### src/rtl/burst_pkg.sv
// Shared constants for the on-off keyed pulse-burst link.
// The generator and the receive-side detector take their timing from here,
// so both ends of the link agree on one set of numbers.
package burst_pkg;

   // Nominal burst timing, in clk cycles.
   localparam int unsigned HIGH_CYC     = 330;   // pulse high time
   localparam int unsigned PERIOD_CYC   = 1316;  // rise-to-rise period
   localparam int unsigned TOL          = 16;    // +/- on high time and period
   localparam int unsigned BURST_PULSES = 21;    // pulses per burst
   localparam int unsigned GAP_PERIODS  = 63;    // silent periods after a burst
   localparam int unsigned GAP_TOL      = 64;    // +/- on the gap measurement
   // Must hold (GAP_PERIODS+1)*PERIOD_CYC+GAP_TOL = 84288.
   localparam int unsigned CNT_W        = 18;

   // Detector state encoding.
   localparam logic [1:0] ST_IDLE  = 2'd0;
   localparam logic [1:0] ST_BURST = 2'd1;
   localparam logic [1:0] ST_GAP   = 2'd2;

   // Error cause reported alongside frame_err.
   localparam logic [1:0] ERR_HIGH   = 2'd0;
   localparam logic [1:0] ERR_PERIOD = 2'd1;
   localparam logic [1:0] ERR_COUNT  = 2'd2;
   localparam logic [1:0] ERR_GAP    = 2'd3;

   // Inclusive tolerance window |x - nom| <= tol, written without subtraction
   // so unsigned operands can never underflow.
   function automatic logic in_window(input logic [31:0] x,
                                      input logic [31:0] nom,
                                      input logic [31:0] tol);
      return ((x + tol) >= nom) && (x <= (nom + tol));
   endfunction

endpackage

### src/rtl/sync_edge_det.sv
// Pad-input front end: two-flop synchronizer, a registered previous sample,
// and registered one-cycle rise/fall strobes. Strobes appear a fixed three
// clocks after the pad edge; downstream timing is measured strobe-to-strobe,
// so this latency cancels out.
module sync_edge_det (
   input  logic clk,
   input  logic rst,
   input  logic async_i,
   output logic rise_o,
   output logic fall_o
);

   logic sync1_q;
   logic sync2_q;
   logic prev_q;
   logic rise_q;
   logic fall_q;

   // Synchronize the asynchronous line and register edge strobes.
   always_ff @(posedge clk) begin
      if (rst) begin
         sync1_q <= 1'b0;
         sync2_q <= 1'b0;
         prev_q  <= 1'b0;
         rise_q  <= 1'b0;
         fall_q  <= 1'b0;
      end else begin
         sync1_q <= async_i;
         sync2_q <= sync1_q;
         prev_q  <= sync2_q;
         rise_q  <= sync2_q & ~prev_q;
         fall_q  <= ~sync2_q & prev_q;
      end
   end

   assign rise_o = rise_q;
   assign fall_o = fall_q;

endmodule

### src/rtl/burst_rx_detector.sv
// Receive-side checker for the pulse-burst pattern. Measures every pulse
// high time, every rise-to-rise period and the inter-burst gap in clk
// cycles, counts pulses per burst and reports one registered frame_ok or
// frame_err pulse per decision. locked tells the link controller that at
// least one complete frame has been seen since the last violation.
module burst_rx_detector
   import burst_pkg::*;
#(
   parameter int unsigned HIGH_CYC     = burst_pkg::HIGH_CYC,
   parameter int unsigned PERIOD_CYC   = burst_pkg::PERIOD_CYC,
   parameter int unsigned TOL          = burst_pkg::TOL,
   parameter int unsigned BURST_PULSES = burst_pkg::BURST_PULSES,
   parameter int unsigned GAP_PERIODS  = burst_pkg::GAP_PERIODS,
   parameter int unsigned GAP_TOL      = burst_pkg::GAP_TOL,
   parameter int unsigned CNT_W        = burst_pkg::CNT_W
) (
   input  logic       clk,
   input  logic       rst,
   input  logic       line_in,
   output logic       frame_ok,
   output logic       frame_err,
   output logic [1:0] err_code,
   output logic       locked,
   output logic [4:0] pulse_count
);

   // Silence longer than this after a rise means the burst has ended.
   localparam logic [31:0] BURST_END = 32'(PERIOD_CYC + TOL + 1);
   // Gap is measured from the last burst rise to the next frame's first rise.
   localparam logic [31:0] GAP_NOM   = 32'((GAP_PERIODS + 1) * PERIOD_CYC);
   localparam logic [31:0] GAP_MAX   = 32'((GAP_PERIODS + 1) * PERIOD_CYC + GAP_TOL);
   localparam logic [4:0]  PC_MAX    = 5'd31;

   logic             rise_s;
   logic             fall_s;

   logic [1:0]       state_q,       state_d;
   logic [CNT_W-1:0] elapsed_q,     elapsed_d;
   logic [CNT_W-1:0] high_len_q,    high_len_d;
   logic [4:0]       pulse_count_q, pulse_count_d;
   logic             frame_ok_q,    frame_ok_d;
   logic             frame_err_q,   frame_err_d;
   logic [1:0]       err_code_q,    err_code_d;
   logic             locked_q,      locked_d;

   logic [31:0]      elapsed_ext_s;
   logic             high_ok_s;
   logic             period_ok_s;
   logic             gap_ok_s;
   logic             burst_full_s;
   logic             err_hit_s;
   logic [1:0]       err_sel_s;

   sync_edge_det u_sync (
      .clk     (clk),
      .rst     (rst),
      .async_i (line_in),
      .rise_o  (rise_s),
      .fall_o  (fall_s)
   );

   // Window checks on the current elapsed count, taken before any clear.
   always_comb begin
      elapsed_ext_s = 32'(elapsed_q);
      high_ok_s     = in_window(elapsed_ext_s, 32'(HIGH_CYC), 32'(TOL));
      period_ok_s   = in_window(elapsed_ext_s, 32'(PERIOD_CYC), 32'(TOL));
      gap_ok_s      = in_window(elapsed_ext_s, GAP_NOM, 32'(GAP_TOL));
      burst_full_s  = (32'(pulse_count_q) == 32'(BURST_PULSES));
   end

   // Counters, frame state machine and error arbitration.
   always_comb begin
      state_d       = state_q;
      high_len_d    = high_len_q;
      pulse_count_d = pulse_count_q;
      frame_ok_d    = 1'b0;
      frame_err_d   = 1'b0;
      err_code_d    = err_code_q;
      locked_d      = locked_q;
      err_hit_s     = 1'b0;
      err_sel_s     = ERR_HIGH;

      // elapsed restarts at 1 on every rise and saturates rather than wrapping.
      if (rise_s) begin
         elapsed_d = CNT_W'(1'b1);
      end else if (elapsed_q != {CNT_W{1'b1}}) begin
         elapsed_d = elapsed_q + CNT_W'(1'b1);
      end else begin
         elapsed_d = elapsed_q;
      end

      if (fall_s) begin
         high_len_d = elapsed_q;
      end else begin
         high_len_d = high_len_q;
      end

      case (state_q)
         ST_IDLE: begin
            if (rise_s) begin
               state_d       = ST_BURST;
               pulse_count_d = 5'd1;
            end else begin
               state_d = ST_IDLE;
            end
         end

         ST_BURST: begin
            if (rise_s) begin
               if (!period_ok_s) begin
                  err_hit_s = 1'b1;
                  err_sel_s = ERR_PERIOD;
               end else if (burst_full_s) begin
                  // One pulse too many: the period check could not end the burst.
                  err_hit_s = 1'b1;
                  err_sel_s = ERR_COUNT;
               end else if (pulse_count_q != PC_MAX) begin
                  pulse_count_d = pulse_count_q + 5'd1;
               end else begin
                  pulse_count_d = pulse_count_q;
               end
            end else if (fall_s) begin
               if (!high_ok_s) begin
                  err_hit_s = 1'b1;
                  err_sel_s = ERR_HIGH;
               end else begin
                  err_hit_s = 1'b0;
               end
            end else if (elapsed_ext_s == BURST_END) begin
               if (burst_full_s) begin
                  state_d = ST_GAP;
               end else begin
                  err_hit_s = 1'b1;
                  err_sel_s = ERR_COUNT;
               end
            end else begin
               state_d = ST_BURST;
            end
         end

         ST_GAP: begin
            if (rise_s) begin
               if (gap_ok_s) begin
                  // This rise is also the first pulse of the next frame.
                  frame_ok_d    = 1'b1;
                  locked_d      = 1'b1;
                  state_d       = ST_BURST;
                  pulse_count_d = 5'd1;
               end else begin
                  err_hit_s = 1'b1;
                  err_sel_s = ERR_GAP;
               end
            end else if (elapsed_ext_s > GAP_MAX) begin
               // Line has gone dead; the error path returns to IDLE.
               err_hit_s = 1'b1;
               err_sel_s = ERR_GAP;
            end else begin
               state_d = ST_GAP;
            end
         end

         default: begin
            state_d       = ST_IDLE;
            pulse_count_d = 5'd0;
         end
      endcase

      // A violation on a rise resynchronizes on that edge; otherwise wait in IDLE.
      if (err_hit_s) begin
         frame_ok_d  = 1'b0;
         frame_err_d = 1'b1;
         err_code_d  = err_sel_s;
         locked_d    = 1'b0;
         if (rise_s) begin
            state_d       = ST_BURST;
            pulse_count_d = 5'd1;
         end else begin
            state_d       = ST_IDLE;
            pulse_count_d = 5'd0;
         end
      end else begin
         frame_err_d = 1'b0;
      end
   end

   // State and registered outputs.
   always_ff @(posedge clk) begin
      if (rst) begin
         state_q       <= ST_IDLE;
         elapsed_q     <= {CNT_W{1'b0}};
         high_len_q    <= {CNT_W{1'b0}};
         pulse_count_q <= 5'd0;
         frame_ok_q    <= 1'b0;
         frame_err_q   <= 1'b0;
         err_code_q    <= 2'd0;
         locked_q      <= 1'b0;
      end else begin
         state_q       <= state_d;
         elapsed_q     <= elapsed_d;
         high_len_q    <= high_len_d;
         pulse_count_q <= pulse_count_d;
         frame_ok_q    <= frame_ok_d;
         frame_err_q   <= frame_err_d;
         err_code_q    <= err_code_d;
         locked_q      <= locked_d;
      end
   end

   assign frame_ok    = frame_ok_q;
   assign frame_err   = frame_err_q;
   assign err_code    = err_code_q;
   assign locked      = locked_q;
   assign pulse_count = pulse_count_q;

endmodule

### config.mk
export PLATFORM = sky130hd
export DESIGN_NAME = burst_rx_detector
export DESIGN_NICKNAME = d
export VERILOG_FILES = /design/src/rtl/burst_pkg.sv /design/src/rtl/sync_edge_det.sv /design/src/rtl/burst_rx_detector.sv
export SDC_FILE = /design/constraint.sdc
export NUM_CORES = 1
export LEC_CHECK = 0
export ABC_AREA = 1
export CAP_MARGIN = 20
export CORE_UTILIZATION = 60
export DETAILED_ROUTE_END_ITERATION = 8
export GPL_ROUTABILITY_DRIVEN = 0
export MAX_ROUTING_LAYER = met4
export PLACE_DENSITY = 0.79
export SLEW_MARGIN = 20
export SYNTH_ARGS = -nofsm -noshare
export SYNTH_HDL_FRONTEND = slang
export SYNTH_HIERARCHICAL = 1
export SYNTH_SLANG_ARGS = --single-unit
export TNS_END_PERCENT = 1
### constraint.sdc
create_clock -name clk -period 2.55 [get_ports clk]
set_input_delay 0.255 -clock clk [delete_from_list [all_inputs] [get_ports clk]]
set_output_delay 0.255 -clock clk [all_outputs]
set_load 0.005 [all_outputs]
==> key figures <==
Clocking
  – CTS sink count: 35
  – CTS H-tree lvls: 2
  – Worst-path clk slew: 0.08 ns
  – Clock tree from TritonCTS: yes
  – Hold-fix buffers at CTS: 0
  – Clock Path Buffers: 2
  – Setup Buffers After CTS: 0
  – Later-pin clock latency in the skew report: 0.29 ns
  – CTS buffer count: 5
  – Number of gates resized after CTS: 0
  – Clock root cell: clkbuf_8

Setup path
  – Worst setup EP type: flip-flop
  – Critical Path RT: 2.73 ns
  – Critical path cell sequence: nand2_1 > nor2_4 > nand2_2 > nand2_1 > nand2_1 > nor2_1 > nand2_1 > nor2_2 > nand3_2 > nand3_1 > nand2_1 > inv_1 > nand2_2 > nand2_4 > nand2_4 > nand2_8 > nor2_2
  – Crit-path most repeated cell: nand2_1
  – Arr. time, crit path: 2.46 ns
  – Critical Path Fanout Max: 9
  – Crit Path Category: flip-flop to flip-flop
  – CP peak stage delay: 0.54 ns
  – Startpoint Class: flip-flop
  – CP max stage cell: dfxtp_1

Global route
  – Pin count of the biggest net entering global routing: 13
  – GRT Residual Overflow: 0
  – Initial antenna violation count: 0
  – Total GRT Usage: 0.2941
  – Vias in the first global route: 2392
  – First-pass GRT wire length: 11250 um

Synthesis
  – Unique masters post-synth: 35
  – Synth area leaders: dfxtp_1, nand2_1, nor2_1
  – Area leader, netlist: dfxtp_1
  – Synth warn: 6
  – Syn Area/Cell: 6.284 um2
  – Cell Area, Synth: 0.002765 mm2
  – Seq/Total Area, Yosys: 0.2534
  – Seq cells post-synth: 35
  – Mapped Nets: 458
  – Synth top area share: 0.2534
  – Syn Inst Count: 440

Die
  – Core area: 0.004384 mm2
  – Die area: 0.004884 mm2
  – # rows: 24
  – Die width: 69.89 um
  – DIE HEIGHT: 69.89 um
  – Starting density of the core: 0.6307
  – # IOs: 13

STA
  – Fin. Hold Viols: 0
  – Hold slack: 0.4104 ns
  – Worst Skew: 0.01138 ns
  – Tcrit/Tclk final: 0.8926
  – Rel. slew slack: 0.7241
  – Final slew viol count: 0
  – F_max: 439.3 MHz
  – Final setup viols: 0
  – Tmin final: 2.276 ns
  – TNS Setup: 0 ns
  – Worst setup margin: 0.2738 ns
  – RSZ-0062 raised after global routing: no
  – Least-Margin Pin Slew: 0.4124 ns

Routing
  – Remaining antenna violation count: 0
  – WL final: 6867 um
  – DRC: 0
  – Routed WL per cell: 13.52 um
  – First-pass DRT Iterations: 6
  – Via/cell ratio: 5.661
  – Via Count: 2876
  – Drt initial violations: 412

Final layout
  – Antenna Cells: 0
  – Nets: 473
  – P&R area growth vs syn: 9.683%
  – Share of cells above drive strength 1: 0.1228

Power
  – PD cells: 350.9 mW/mm2
  – Max VDD drop: 0.3362 mV
  – Net Sw Frac: 0.2723
  – Seq pwr share: 0.533
  – Leak: 1.373 nW
  – Gate power share: 0.073
  – Clock network power share: 0.394
  – P_int: 0.7746 mW
  – Switch Pwr: 0.2898 mW

Placed design
  – Setup WS pre-CTS: 0.3129 ns
  – Port Buffers: 12
  – Detailed Place HPWL: 5318 um

Hold path
  – Hold/Removal Path Class: flip-flop to flip-flop

Job
  – Max-cap check violation count: 0

Outcome
  – Outcome: finished clean
==> kinds of logic (layout without fill, tap and decap cells) <==
family	after synthesis	count (layout)	synth area share
AOI/OAI and AO/OA	56	56	0.1091
xor gates and xnor gates	6	6	0.01900
adders and majority gates	15	15	0.06787
buffers and inverters	69	85	0.09638
DFF	35	35	0.2534
and+or+nand+nor	259	259	0.4543
==> flip-flops by register name, indices dropped and copies added, names as in the netlist <==
register,cells
err_code,2
u_sync/fall_o,1
elapsed_q,18
state_q,2
pulse_count,5
frame_ok,1
frame_err,1
u_sync/rise_o,1
u_sync/prev_q,1
u_sync/sync1_q,1
locked,1
u_sync/sync2_q,1
==> through the flow <==
step           power, mW  std cells  instance area (um2)  utilization
6_report           1.064        508                 3033       0.6918
5_1_grt            1.097        508                 3033       0.6918
4_1_cts            1.065        508                 3024       0.6898
3_5_place_dp      0.6560        500                 2935       0.6695
3_3_place_gp      0.6546        500                 2935       0.6695
2_1_floorplan     0.6296        440                 2765            -
==> power by group through the flow <==
stage          clock, mW  sequential [mW]  combinational (mW)
2_1_floorplan          0            0.577              0.0527
3_3_place_gp           0            0.580              0.0749
3_5_place_dp           0            0.580              0.0757
4_1_cts            0.422            0.567              0.0763
5_1_grt            0.441            0.569              0.0864
6_report           0.420            0.567              0.0774
==> worst max-delay path, delay by kind of cell, from the launching register on <==
family,cells,cell delay [ns]
simple gates,16,1.54
flops,1,0.54
buf+inv,1,0.07
==> placed cells by master (no fill, tap or decap), types with 7 or more instances in the layout <==
cell	n
dfxtp_1	35
nand4_1	16
o21ai_0	22
nor2_2	10
nor2_1	60
clkdlybuf4s50_1	12
nand3_1	34
nand2_2	11
inv_2	7
a21oi_1	18
nor3_1	8
nand2_1	99
inv_1	56
ha_1	14
==> cells in the mapped netlist <==
cell / n
nand4_1: 16
nand3b_1: 1
nor3_2: 1
clkbuf_1: 2
or2_2: 3
ha_1: 15
o31ai_1: 3
inv_1: 56
nand2_4: 4
dfxtp_1: 35
a211oi_1: 1
a31oi_1: 3
nor4_1: 1
nor2_4: 5
buf_4: 1
xor2_1: 6
nand2_8: 1
a21oi_1: 18
o21a_1: 1
nor3_1: 8
nand2_2: 11
o21ai_1: 5
nor2_1: 60
nor2_2: 10
nand3_2: 2
nand2b_1: 1
nor2_8: 1
buf_2: 3
nand3_1: 34
inv_2: 7
nand2_1: 99
o22ai_1: 2
nor3b_1: 1
o211ai_1: 1
o21ai_0: 22
==> worst paths after layout <==
check | slack, ns | end | cells past startpoint | from
hold / removal | 0.41 | u_sync/sync2_q | 2 | u_sync/sync1_q
hold reg to reg | 0.41 | u_sync/sync2_q | 2 | u_sync/sync1_q
setup reg to reg | 0.27 | pulse_count[1] | 17 | elapsed_q[6]
setup / recovery | 0.27 | pulse_count[1] | 17 | elapsed_q[6]
==> routing by layer <==
layer / track usage / wire length [um] / vias to the layer above
li1: - / - / 1448
met3: 0.04618 / 593 / 14
met4: 0.08000 / 119 / 0
met5: - / 0 / -
met1: 0.4309 / 3309 / 1275
met2: 0.4188 / 2845 / 139
==> cell type report <==
type / instances / area, um2
clock inverter: 3 / 20.02
tap: 52 / 65.06
inverter: 63 / 236.5
fill: 388 / 1351
timing repair buffer: 14 / 135.1
clock buffer: 5 / 68.82
multi-input combinational: 336 / 1807
sequential: 35 / 700.7
Note: power is estimated with default switching activity, not from simulation.
